===== config.mk =====
export PLATFORM = sky130hd
export DESIGN_NAME = interleaver_write_ctrl_flat
export DESIGN_NICKNAME = d
export VERILOG_FILES = /design/src/rtl/interleaver_write_ctrl_if.sv /design/src/rtl/interleaver_write_ctrl.sv /design/src/flat_wrapper.sv
export SDC_FILE = /design/constraint.sdc
export NUM_CORES = 1
export LEC_CHECK = 0
export ABC_CLOCK_PERIOD_IN_PS = 2050
export BUFFER_PORTS_ARGS = -buffer_cell sky130_fd_sc_hd__buf_2
export CORE_ASPECT_RATIO = 0.75
export CORE_MARGIN = 4
export CORE_UTILIZATION = 40
export CTS_CLUSTER_SIZE = 40
export DETAILED_ROUTE_END_ITERATION = 10
export PLACE_DENSITY = 0.67
export SYNTH_ARGS = -nofsm -noshare
export SYNTH_HDL_FRONTEND = slang
export SYNTH_SLANG_ARGS = --single-unit

===== constraint.sdc =====
create_clock -name clk -period 2.05 [get_ports clk]
set_clock_uncertainty 0.05 [all_clocks]
set_input_delay 0.5125 -clock clk [delete_from_list [all_inputs] [get_ports clk]]
set_output_delay 0.5125 -clock clk [all_outputs]
set_load 0.05 [all_outputs]

===== src/rtl/interleaver_write_ctrl_if.sv =====
// -----------------------------------------------------------------------------
// interleaver_write_ctrl_if
// Bundles the serial input handshake, the RAM write port and the bank
// hand-off signals between the interleaver write controller and its
// neighbours (bit source, RAM, read controller).
//
// Signals:
//   data_in    serial input bit
//   valid_in   data_in valid
//   ready_in   controller can accept data_in this cycle
//   wraddress  RAM write address (ADDR_W bits)
//   wrdata     RAM write data
//   wren       RAM write enable
//   valid_out  a complete bank is available to the reader
//   rd_bank    bank the reader must consume (0=A, 1=B)
//   rd_release one-cycle pulse: current rd_bank fully read
//
// Modports:
//   master  the environment side (source, RAM, reader)
//   slave   the write controller
// -----------------------------------------------------------------------------
interface interleaver_write_ctrl_if #(
    parameter int ADDR_W = 9
);
    logic              data_in;
    logic              valid_in;
    logic              ready_in;
    logic [ADDR_W-1:0] wraddress;
    logic              wrdata;
    logic              wren;
    logic              valid_out;
    logic              rd_bank;
    logic              rd_release;

    modport master (
        output data_in, valid_in, rd_release,
        input  ready_in, wraddress, wrdata, wren, valid_out, rd_bank
    );

    modport slave (
        input  data_in, valid_in, rd_release,
        output ready_in, wraddress, wrdata, wren, valid_out, rd_bank
    );
endinterface


===== src/rtl/interleaver_write_ctrl.sv =====
// -----------------------------------------------------------------------------
// interleaver_write_ctrl
// Write side of the ping-pong interleaver buffer. Serial bits accepted over a
// valid/ready handshake are written into a 2*BLOCK_SIZE dual-port RAM, bank A
// at 0..BLOCK_SIZE-1 and bank B at BLOCK_SIZE..2*BLOCK_SIZE-1. Completed banks
// are published to the read controller, which hands them back with rd_release.
//
// Ports:
//   clk     single clock, rising edge
//   resetN  asynchronous, active-low reset
//   bus     interleaver_write_ctrl_if.slave (handshake, RAM port, bank hand-off)
//
// Parameters:
//   BLOCK_SIZE  entries per bank
//   ADDR_W      RAM address width, 2*BLOCK_SIZE <= 2**ADDR_W
// -----------------------------------------------------------------------------
module interleaver_write_ctrl #(
    parameter int BLOCK_SIZE = 192,
    parameter int ADDR_W     = 9
) (
    input  logic                     clk,
    input  logic                     resetN,
    interleaver_write_ctrl_if.slave  bus
);

    localparam int PTR_W = (BLOCK_SIZE > 1) ? $clog2(BLOCK_SIZE) : 1;
    localparam logic [PTR_W-1:0]  LAST_PTR  = PTR_W'(BLOCK_SIZE - 1);
    localparam logic [ADDR_W-1:0] BANK_BASE = ADDR_W'(BLOCK_SIZE);

    typedef enum logic {
        FILL  = 1'b0,
        STALL = 1'b1
    } state_t;

    state_t            state;
    state_t            state_next;
    logic [PTR_W-1:0]  wr_ptr;
    logic              wr_bank;
    logic              rd_bank;
    logic [1:0]        full;
    logic [1:0]        full_next;
    logic              full_pend;
    logic              valid_q;
    logic [ADDR_W-1:0] addr_q;
    logic              data_q;
    logic              wren_q;

    logic              ready;
    logic              accept;
    logic              last_bit;
    logic              release_ok;
    logic [ADDR_W-1:0] wr_addr;

    assign ready      = (state == FILL);
    assign accept     = bus.valid_in && ready;
    assign last_bit   = accept && (wr_ptr == LAST_PTR);
    // A release only counts once the reader has actually been told the bank is valid.
    assign release_ok = bus.rd_release && valid_q;
    assign wr_addr    = (wr_bank ? BANK_BASE : '0) + ADDR_W'(wr_ptr);

    assign bus.ready_in  = ready;
    assign bus.wraddress = addr_q;
    assign bus.wrdata    = data_q;
    assign bus.wren      = wren_q;
    assign bus.valid_out = valid_q;
    assign bus.rd_bank   = rd_bank;

    // Bank occupancy after this edge. The release is applied first so that a
    // block completing on the same edge sees the bank the reader just freed.
    // The FSM stalls only when the bank we are about to write into is still full.
    always_comb begin
        full_next  = full;
        state_next = state;
        if (release_ok) begin
            full_next[rd_bank] = 1'b0;
        end
        if (last_bit) begin
            full_next[wr_bank] = 1'b1;
        end
        case (state)
            FILL: begin
                if (last_bit && full_next[~wr_bank]) begin
                    state_next = STALL;
                end
            end
            STALL: begin
                if (!full_next[wr_bank]) begin
                    state_next = FILL;
                end
            end
            default: state_next = FILL;
        endcase
    end

    // State, occupancy and the write pointer / bank selection.
    always_ff @(posedge clk or negedge resetN) begin
        if (!resetN) begin
            state   <= FILL;
            full    <= 2'b00;
            wr_ptr  <= '0;
            wr_bank <= 1'b0;
        end else begin
            state <= state_next;
            full  <= full_next;
            if (accept) begin
                if (last_bit) begin
                    wr_ptr  <= '0;
                    wr_bank <= ~wr_bank;
                end else begin
                    wr_ptr <= wr_ptr + 1'b1;
                end
            end
        end
    end

    // Registered RAM write port; address and data hold when nothing is accepted.
    always_ff @(posedge clk or negedge resetN) begin
        if (!resetN) begin
            wren_q <= 1'b0;
            addr_q <= '0;
            data_q <= 1'b0;
        end else begin
            wren_q <= accept;
            if (accept) begin
                addr_q <= wr_addr;
                data_q <= bus.data_in;
            end
        end
    end

    // valid_out trails full[rd_bank] by two registers so the RAM write of the
    // last bit lands before the reader is told. A release flushes both stages,
    // otherwise the stale flag of the old bank would leak through one cycle later.
    always_ff @(posedge clk or negedge resetN) begin
        if (!resetN) begin
            rd_bank   <= 1'b0;
            full_pend <= 1'b0;
            valid_q   <= 1'b0;
        end else if (release_ok) begin
            rd_bank   <= ~rd_bank;
            full_pend <= 1'b0;
            valid_q   <= 1'b0;
        end else begin
            full_pend <= full[rd_bank];
            valid_q   <= full_pend;
        end
    end

endmodule


===== src/flat_wrapper.sv =====
// flat-port wrapper written by rule: the top's interface ports become plain ports
module interleaver_write_ctrl_flat 
#(
    parameter int BLOCK_SIZE = 192,
    parameter int ADDR_W     = 9
)
  (clk, resetN, bus_data_in, bus_valid_in, bus_rd_release, bus_ready_in, bus_wraddress, bus_wrdata, bus_wren, bus_valid_out, bus_rd_bank);
  interleaver_write_ctrl_if #(.ADDR_W(ADDR_W)) bus_i ();
  input  logic clk;
  input  logic resetN;
  input wire logic [$bits(bus_i.data_in)-1:0] bus_data_in;
  input wire logic [$bits(bus_i.valid_in)-1:0] bus_valid_in;
  input wire logic [$bits(bus_i.rd_release)-1:0] bus_rd_release;
  output wire logic [$bits(bus_i.ready_in)-1:0] bus_ready_in;
  output wire logic [$bits(bus_i.wraddress)-1:0] bus_wraddress;
  output wire logic [$bits(bus_i.wrdata)-1:0] bus_wrdata;
  output wire logic [$bits(bus_i.wren)-1:0] bus_wren;
  output wire logic [$bits(bus_i.valid_out)-1:0] bus_valid_out;
  output wire logic [$bits(bus_i.rd_bank)-1:0] bus_rd_bank;
  assign bus_i.data_in = bus_data_in;
  assign bus_i.valid_in = bus_valid_in;
  assign bus_i.rd_release = bus_rd_release;
  assign bus_ready_in = bus_i.ready_in;
  assign bus_wraddress = bus_i.wraddress;
  assign bus_wrdata = bus_i.wrdata;
  assign bus_wren = bus_i.wren;
  assign bus_valid_out = bus_i.valid_out;
  assign bus_rd_bank = bus_i.rd_bank;
  interleaver_write_ctrl #(.BLOCK_SIZE(BLOCK_SIZE), .ADDR_W(ADDR_W)) u_core (.clk(clk), .resetN(resetN), .bus(bus_i));
endmodule

==> results of run 1 <==
[cell usage after synthesis (all sizes together), types with 2 or more instances]
cell type	n
a21oi	2
mux2	10
dfrtp	26
buf	2
nor2	3
nor3	2
nand3	4
ha	2
xnor2	7
inv	5
o21ai	3
nand2	5
nor4	2
[kinds of logic after synthesis]
kind of cell / after synthesis
buffers and inverters: 7
adders and majority gates: 3
DFF: 26
AOI/OAI and AO/OA: 9
and+or+nand+nor: 25
muxes: 11
xor gates and xnor gates: 7
[where the power goes]
| group | internal (mW) | switching [mW] | total, mW |
|---|---|---|---|
| clock | 0.261 | 0.155 | 0.416 |
| combinational | 0.209 | 0.471 | 0.680 |
| sequential | 0.670 | 0.137 | 0.807 |
| total | 1.14 | 0.763 | 1.90 |
[routing by layer]
metal,GRT usage,part of all wire,vias to the layer above
li1,-,-,348
met1,0.1424,0.45,361
met2,0.2057,0.50,13
met3,0.03918,0.045,3
met4,0.02922,0.0051,0
met5,0,0,-
[final cells by class]
class | instances | area (µm²) | area share
Timing Repair Buffer | 19 | 97.59 | 0.07324
Clock buffer | 3 | 41.29 | 0.03099
Inverter | 5 | 18.77 | 0.01408
Sequential cell | 26 | 650.6 | 0.4883
Multi-Input combinational cell | 55 | 449.2 | 0.3371
Clock inverter | 1 | 30.03 | 0.02254
Tap cell | 36 | 45.04 | 0.03380
[state kept, by name, indices dropped and copies added, names as in the netlist]
name                  cells
u_core.bus.valid_out      1
u_core.full               2
u_core.wr_bank            1
u_core.bus.wren           1
u_core.bus.wraddress      9
u_core.bus.rd_bank        1
u_core.wr_ptr             8
u_core.state              1
u_core.full_pend          1
u_core.bus.wrdata         1
[metrics by stage]
stage,cell area [µm²],power [mW],utilization,hold slack [ps],std cells
2_1_floorplan,1131,1.321,-,166.9,88
3_3_place_gp,1261,1.477,0.4737,384.3,141
3_5_place_dp,1261,1.506,0.4737,395.7,141
4_1_cts,1333,1.925,0.5005,194.2,145
5_1_grt,1333,2.008,0.5005,217.5,145
6_report,1333,1.903,0.5005,178.3,145
[worst min path at each step]
stage | startpoint | end | slack (ps) | depth (start not counted)
final | resetN | u_core.bus.wraddress[4] | 180 | 1
after CTS | resetN | u_core.bus.wrdata | 190 | 1
after global placement | u_core.full_pend | u_core.bus.valid_out | 380 | 1
after global routing | resetN | u_core.bus.wraddress[4] | 220 | 1
after detailed placement | u_core.full_pend | u_core.bus.valid_out | 400 | 1
after floorplan | resetN | u_core.bus.rd_bank | 170 | 0
[critical path: stages (launching register included)]
cell and delay (ps):
dfrtp_1 480, ha_1 250, fa_1 450, mux2_1 320
==> impl_metrics.toml, run 1 <==
[outcome]
outcome = "complete, no violations"

[worst_setup_path]
path_max_fanout = 7
arrival_ps = 1760
r2r_slack_ps = 390
crit_path_start = "u_core.wr_bank"
critPathLaunchType = "flip-flop"
reg2regPathDepth = 3
endpoint_kind = "flip-flop"
r2r-end = "u_core.bus.wraddress[7]"
crit_type = "reg2reg"
required_ps = 2150
crit_end = "u_core.bus.wraddress[7]"
reg2reg_from = "u_core.wr_bank"

[synthesis]
synth-adder-area-share = 0.03982
ys_seq_area_frac = 0.5752
synth_top_cell_by_area = "dfrtp_1"
avgSynthCellArea_um2 = 12.85
synth_top_family_by_area = "simple AND/OR/NAND/NOR gates"
syn_nets = 96
synth-edff-count = 0
synth_area_um2 = 1131
synthTopCellsByArea = "dfrtp_1, mux2_2, xnor2_1"
synth_flop_cell = "dfrtp_1"
synth_top_area_frac = 0.5752
ys_warn_count = 0
synth_mux_area_frac = 0.1084
synthCells = 88
ys_ff_latch = 26
async_flop_share = 1.000
ys_types = 34
synth_compound_area_frac = 0.04867
synth_xor_area_frac = 0.05420
synth-simple-area-share = 0.1460

[job]
max_cap_viol_count = 0

[final_layout]
antenna_cells = 0
final_cell_mix = "dfrtp_1, buf_2, mux2_2"
syn_to_final_growth_pct = 17.81
nets = 118
final_common_cell = "dfrtp_1"
fillers = 254
drive_gt1_frac = 0.3394

[clock_tree]
cts-buffers-inserted = 3
clkLatencyLatePin_ps = 270
postCtsHoldBufs = 0
cts_tree = "done"
cts_max_path_buffers = 2
cts_resized = 0
postCtsSetupRepairBufs = 0
htreeDepth = 1
path_clk_slew_ps = 90
clock_sinks = 26
root_buffer = "clkbuf_8"

[placement]
hpwl_um = 1517
dp_slack_ps = 406.7
io_buffers = 18
place.gp.congestion = 0.8006

[timing]
hold_viol = 0
rsz0062_at_grt = "false"
worst_pin_slew_ps = 568.9
setup-tns-final_ps = 0
setup_viol = 0
fin_crit_ps = 1657
setup_slack_ps = 392.8
final.period_utilization = 0.8084
relSlewSlack = 0.6207
max_freq_mhz = 603.4
finalMaxSlewViolations = 0

[routing]
first_pass_iters = 4
drcViolationCount = 0
vias_per_cell = 5.000
first_iter_violations = 32
vias = 725
finalWirelength_um = 1974
wl_per_cell_um = 13.61
ant_nets = 0

[global_route]
grt_pass1_vias = 703
grt_pass1_wl_um = 3394
grt_remaining_overflow = 0
track_usage = 0.1173
grt_antenna_before_repair = 0
grt_max_degree = 27

[floorplanning]
start_util = 0.4248
die_h_um = 54.05
chipWidth_um = 69.40
num_rows = 16
io_pins = 19
die_area_um2 = 3751
core_area_um2 = 2663

[power]
p_per_area_nw_per_um2 = 1428
ir_drop_mv = 0.7396
power.leakage_nw = 0.6201

[hold_path]
hold_class = "in2async"
Note: power is estimated with default switching activity, not from simulation.
==> run 2: changes to the inputs <==
--- a/config.mk
+++ b/config.mk
@@ -5,14 +5,15 @@
 export SDC_FILE = /design/constraint.sdc
 export NUM_CORES = 1
 export LEC_CHECK = 0
-export ABC_CLOCK_PERIOD_IN_PS = 2050
+export ABC_AREA = 1
+export ABC_CLOCK_PERIOD_IN_PS = 1400
 export BUFFER_PORTS_ARGS = -buffer_cell sky130_fd_sc_hd__buf_2
 export CORE_ASPECT_RATIO = 0.75
 export CORE_MARGIN = 4
 export CORE_UTILIZATION = 40
 export CTS_CLUSTER_SIZE = 40
 export DETAILED_ROUTE_END_ITERATION = 10
-export PLACE_DENSITY = 0.67
+export PLACE_DENSITY = 0.69
 export SYNTH_ARGS = -nofsm -noshare
 export SYNTH_HDL_FRONTEND = slang
 export SYNTH_SLANG_ARGS = --single-unit
==> constraint.sdc (replaced) <==
create_clock -name clk -period 1.4 [get_ports clk]
set_clock_uncertainty 0.05 [all_clocks]
set_input_delay 0.35 -clock clk [delete_from_list [all_inputs] [get_ports clk]]
set_output_delay 0.35 -clock clk [all_outputs]
set_load 0.05 [all_outputs]
==> impl_metrics.toml, run 2 <==
[routing]
vias = 939
wl_per_cell_um = 11.47
drcViolationCount = 0
ant_nets = 0
first_iter_violations = 19
finalWirelength_um = 2306
first_pass_iters = 4
vias_per_cell = 4.672

[timing]
setup_slack_ps = 66.82
final.period_utilization = 0.9523
hold_slack_ps = 217.4
max_freq_mhz = 750.1
worst_pin_slew_ps = 378.2
relSlewSlack = 0.7452
finalMaxSlewViolations = 0
setup-tns-final_ps = 0
rsz0062_at_grt = "false"
hold_viol = 0
fin_crit_ps = 1333
setup_viol = 0

[final_layout]
largest_reg_flops = 9
fin_area_um2 = 1476
final_util = 0.5067
final_common_cell = "nand2_1"
antenna_cells = 0
nets = 172
fillers = 268
drive_gt1_frac = 0.2822
final_cell_mix = "nand2_1, dfrtp_1, buf_2"
final_cells = 201
syn_to_final_growth_pct = 21.65

[placement]
dp_slack_ps = 76.12
placed_area_um2 = 1390
hpwl_um = 1736
place.gp.congestion = 0.9200
dp.cells = 196
io_buffers = 18

[worst_setup_path]
crit_type = "reg2out"
crit_path_start = "u_core.state"
required_ps = 1000
reg2regPathDepth = 4
r2r-end = "u_core.bus.wraddress[7]"
arrival_ps = 930
r2r_slack_ps = 80
critPathLaunchType = "flip-flop"
path_max_fanout = 2
reg2reg_from = "u_core.wr_ptr[6]"
endpoint_kind = "output pin"

[synthesis]
synthTopCellsByArea = "dfrtp_1, nand2_1, inv_1"
ys_seq_area_frac = 0.5361
synth_flop_cell = "dfrtp_1"
yosysMostFrequentCell = "nand2_1"
synth_compound_area_frac = 0.04948
synth-adder-area-share = 0.03711
synth_xor_area_frac = 0.01443
ys_ff_latch = 26
avgSynthCellArea_um2 = 8.859
synth-simple-area-share = 0.2928
async_flop_share = 1.000
ys_types = 20
synthCells = 137
synth_top_area_frac = 0.5361
synth_top_family_by_area = "simple AND/OR/NAND/NOR gates"
synth-edff-count = 0
syn_nets = 145
synth_top_cell_by_area = "dfrtp_1"
synthTopCellsByCount = "nand2_1, dfrtp_1, inv_1, o21ai_0, nor2_1"
synth_mux_area_frac = 0
ys_warn_count = 0
synth_area_um2 = 1214

[global_route]
grt_antenna_before_repair = 0
grt_remaining_overflow = 0
grt_pass1_vias = 939
grt_max_degree = 17
track_usage = 0.1279
grt_pass1_wl_um = 4146

[power]
p_per_area_nw_per_um2 = 1925
ir_drop_mv = 0.9181
power_mw = 2.842
power.leakage_nw = 0.8034

[job]
max_cap_viol_count = 0

[outcome]
outcome = "complete, no violations"

[floorplanning]
chipWidth_um = 71.61
die_h_um = 55.71
io_pins = 19
core_area_um2 = 2914
die_area_um2 = 3989
num_rows = 17
start_util = 0.4165

[hold_path]
hold_depth = 3
hold_class = "in2reg"
min-delay-start = "bus_data_in"
holdPathEnd = "u_core.bus.wrdata"

[clock_tree]
path_clk_slew_ps = 90
root_buffer = "clkbuf_8"
htreeDepth = 1
cts_tree = "done"
cts_max_path_buffers = 2
cts-buffers-inserted = 3
clock_sinks = 26
clkLatencyLatePin_ps = 270
## run 2: cell count changes after synthesis, sizes merged, moves of 2 or more
cell   change
nor3       -2
nor2      +11
nand2     +41
xor2       +2
o21ai      +7
xnor2      -7
mux2      -10
nand3      +7
inv       +12
nor4       -2
## run 2: how the worst max path moves through the flow
| stage | depth (start not counted) | to |
|---|---|---|
| 3_5_place_dp | 6 | u_core.state |
| 4_1_cts | 2 | bus_ready_in |
| 6_report | 2 | bus_ready_in |
| 3_3_place_gp | 4 | u_core.bus.wraddress[7] |
| 5_1_grt | 7 | u_core.state |
| 2_1_floorplan | 4 | u_core.bus.wraddress[7] |
## run 2: critical path, cell delays in order (launching register included)
cell and delay [ps]:
dfrtp_1 410, inv_2 70, buf_4 190
## run 2: kinds of logic after synthesis
| kind of cell | after synthesis |
|---|---|
| fa+ha+maj | 3 |
| xor+xnor | 2 |
| flops | 26 |
| compound gates | 12 |
| simple gates | 74 |
| buf+inv | 20 |
## run 2: cell type report
cell class / count / area [µm²] / share of cell area
multi-input combinational: 91 / 480.5 / 0.3254
sequential: 26 / 653.1 / 0.4424
timing repair buffer: 25 / 160.2 / 0.1085
tap: 38 / 47.55 / 0.03220
clock buffer: 3 / 41.29 / 0.02797
inverter: 17 / 63.81 / 0.04322
clock inverter: 1 / 30.03 / 0.02034
## run 2: power by group
part	internal, mW	switching, mW
Clock	0.382	0.233
Combinational	0.297	0.766
Sequential	0.970	0.194
## run 2: timing repair
action	4_1_cts	5_1_grt
resized for setup	1	2
hold buffers	1	0
setup buffers	0	0
hold endpoints to repair	10	0
setup endpoints to repair	1	3
## run 2: metal layers
layer  vias to the layer above  GRT usage  share of wire
met4                         0    0.04826          0.011
met3                         3    0.01986          0.037
met5                         -          0              0
met2                        15     0.2081           0.47
met1                       446     0.1709           0.48
li1                        475          -              -
==> run 3: changes to the inputs <==
--- a/config.mk
+++ b/config.mk
@@ -8,7 +8,7 @@
 export ABC_AREA = 1
 export ABC_CLOCK_PERIOD_IN_PS = 1400
 export BUFFER_PORTS_ARGS = -buffer_cell sky130_fd_sc_hd__buf_2
-export CORE_ASPECT_RATIO = 0.75
+export CORE_ASPECT_RATIO = 0.9
 export CORE_MARGIN = 4
 export CORE_UTILIZATION = 40
 export CTS_CLUSTER_SIZE = 40
==> impl_metrics.toml, run 3 (synthesis results as in run 2) <==
[outcome]
outcome = "complete, no violations"

[power]
power.leakage_nw = 0.8065
p_int_mw = 1.456
combPwrFrac = 0.415
clock_power_share = 0.142
p_switching_mw = 1.173
p_per_area_nw_per_um2 = 1761
pwr-share-seq = 0.443
switching_share = 0.4460
ir_drop_mv = 0.8314

[global_route]
grt_max_degree = 27
grt_pass1_wl_um = 3774
grt_pass1_vias = 899
track_usage = 0.1241
grt_remaining_overflow = 0
grt_antenna_before_repair = 0

[placement]
hpwl_um = 1601
io_buffers = 18
placed_area_um2 = 1385
place.gp.congestion = 0.8372

[clock_tree]
path_clk_slew_ps = 140
cts-buffers-inserted = 3
cts_tree = "done"
clkLatencyLatePin_ps = 320
htreeDepth = 1
cts_max_path_buffers = 2
clock_sinks = 26
root_buffer = "clkbuf_4"

[timing]
finalMaxSlewViolations = 0
relSlewSlack = 0.7603
setup_viol = 0
rsz0062_at_grt = "true"
hold_viol = 0
setup-tns-final_ps = 0
fin_crit_ps = 1399
final.period_utilization = 0.9991
max_freq_mhz = 715.0
worst_pin_slew_ps = 355.8

[floorplanning]
num_rows = 18
start_util = 0.4311
chipWidth_um = 66.06
core_area_um2 = 2815
die_area_um2 = 3980
io_pins = 19
die_h_um = 60.26

[routing]
finalWirelength_um = 2159
vias_per_cell = 4.525
first_pass_iters = 4
drcViolationCount = 0
wl_per_cell_um = 10.58
vias = 923
ant_nets = 0
first_iter_violations = 27

[final_layout]
antenna_cells = 0
fin_area_um2 = 1493
final_common_cell = "nand2_1"
largest_reg_flops = 9
nets = 173
final_cell_mix = "nand2_1, dfrtp_1, inv_1"
final_util = 0.5302
syn_to_final_growth_pct = 22.99
drive_gt1_frac = 0.2805

[hold_path]
min-delay-start = "bus_data_in"
hold_class = "in2reg"

[job]
max_cap_viol_count = 0

[worst_setup_path]
r2r-end = "u_core.bus.wraddress[7]"
endpoint_kind = "output pin"
required_ps = 1000
r2r_slack_ps = 70
critPathLaunchType = "flip-flop"
reg2regPathDepth = 4
reg2reg_from = "u_core.wr_bank"
arrival_ps = 1000
crit_path_start = "u_core.state"
crit_end = "bus_ready_in"
crit_type = "reg2out"
path_max_fanout = 2
## run 3: worst min path at each step
stage / end / cells past startpoint
6_report: u_core.bus.wrdata / 3
5_1_grt: u_core.bus.wrdata / 3
4_1_cts: u_core.bus.wrdata / 3
3_5_place_dp: u_core.state / 2
3_3_place_gp: u_core.state / 2
2_1_floorplan: u_core.bus.rd_bank / 0
## run 3: worst max-delay path, stage by stage, from the launching register on
cell and delay [ps]:
dfrtp_1 430, inv_2 100, buf_8 150
## run 3: layout make-up
class | count | area, µm²
clock buffers | 4 | 36.28
fillers | 267 | 1323
inverters | 17 | 63.81
multi-input cells | 91 | 495.5
flip-flops and latches | 26 | 653.1
well taps | 40 | 50.05
repair buffers | 26 | 193.9
## run 3: power by group through the flow
stage          sequential (mW)  clock, mW  combinational, mW
2_1_floorplan             1.50          0              0.451
3_3_place_gp              1.16          0               1.02
3_5_place_dp              1.18          0               1.04
4_1_cts                   1.16      0.386               1.05
5_1_grt                   1.20      0.419               1.21
6_report                  1.16      0.375               1.09
## run 3: stage by stage
step,power [mW],std cells,setup WS [ps],hold WS [ps]
after CTS,2.591,202,3.151,167.2
final,2.629,204,1.302,170.3
after global placement,2.183,197,93.95,250.9
after global routing,2.827,204,-38.27,180.8
after detailed placement,2.215,197,65.23,253.1
after floorplan,1.953,137,67.25,4.409
## run 3: metal layers
layer  wire, µm  vias up  track usage
li1           -      481            -
met1       1058      428       0.1625
met2       1021       12       0.2029
met3         66        2      0.02256
met4         13        0      0.05217
met5          0        -            0
## run 3: repair_timing
action / 4_1_cts / 5_1_grt
resized for setup: 2 / 13
hold buffers: 1 / 0
gates cloned: 0 / 0
setup buffers: 0 / 2
setup endpoints to repair: 1 / 12
endpoints found under the hold margin: 26 / 0
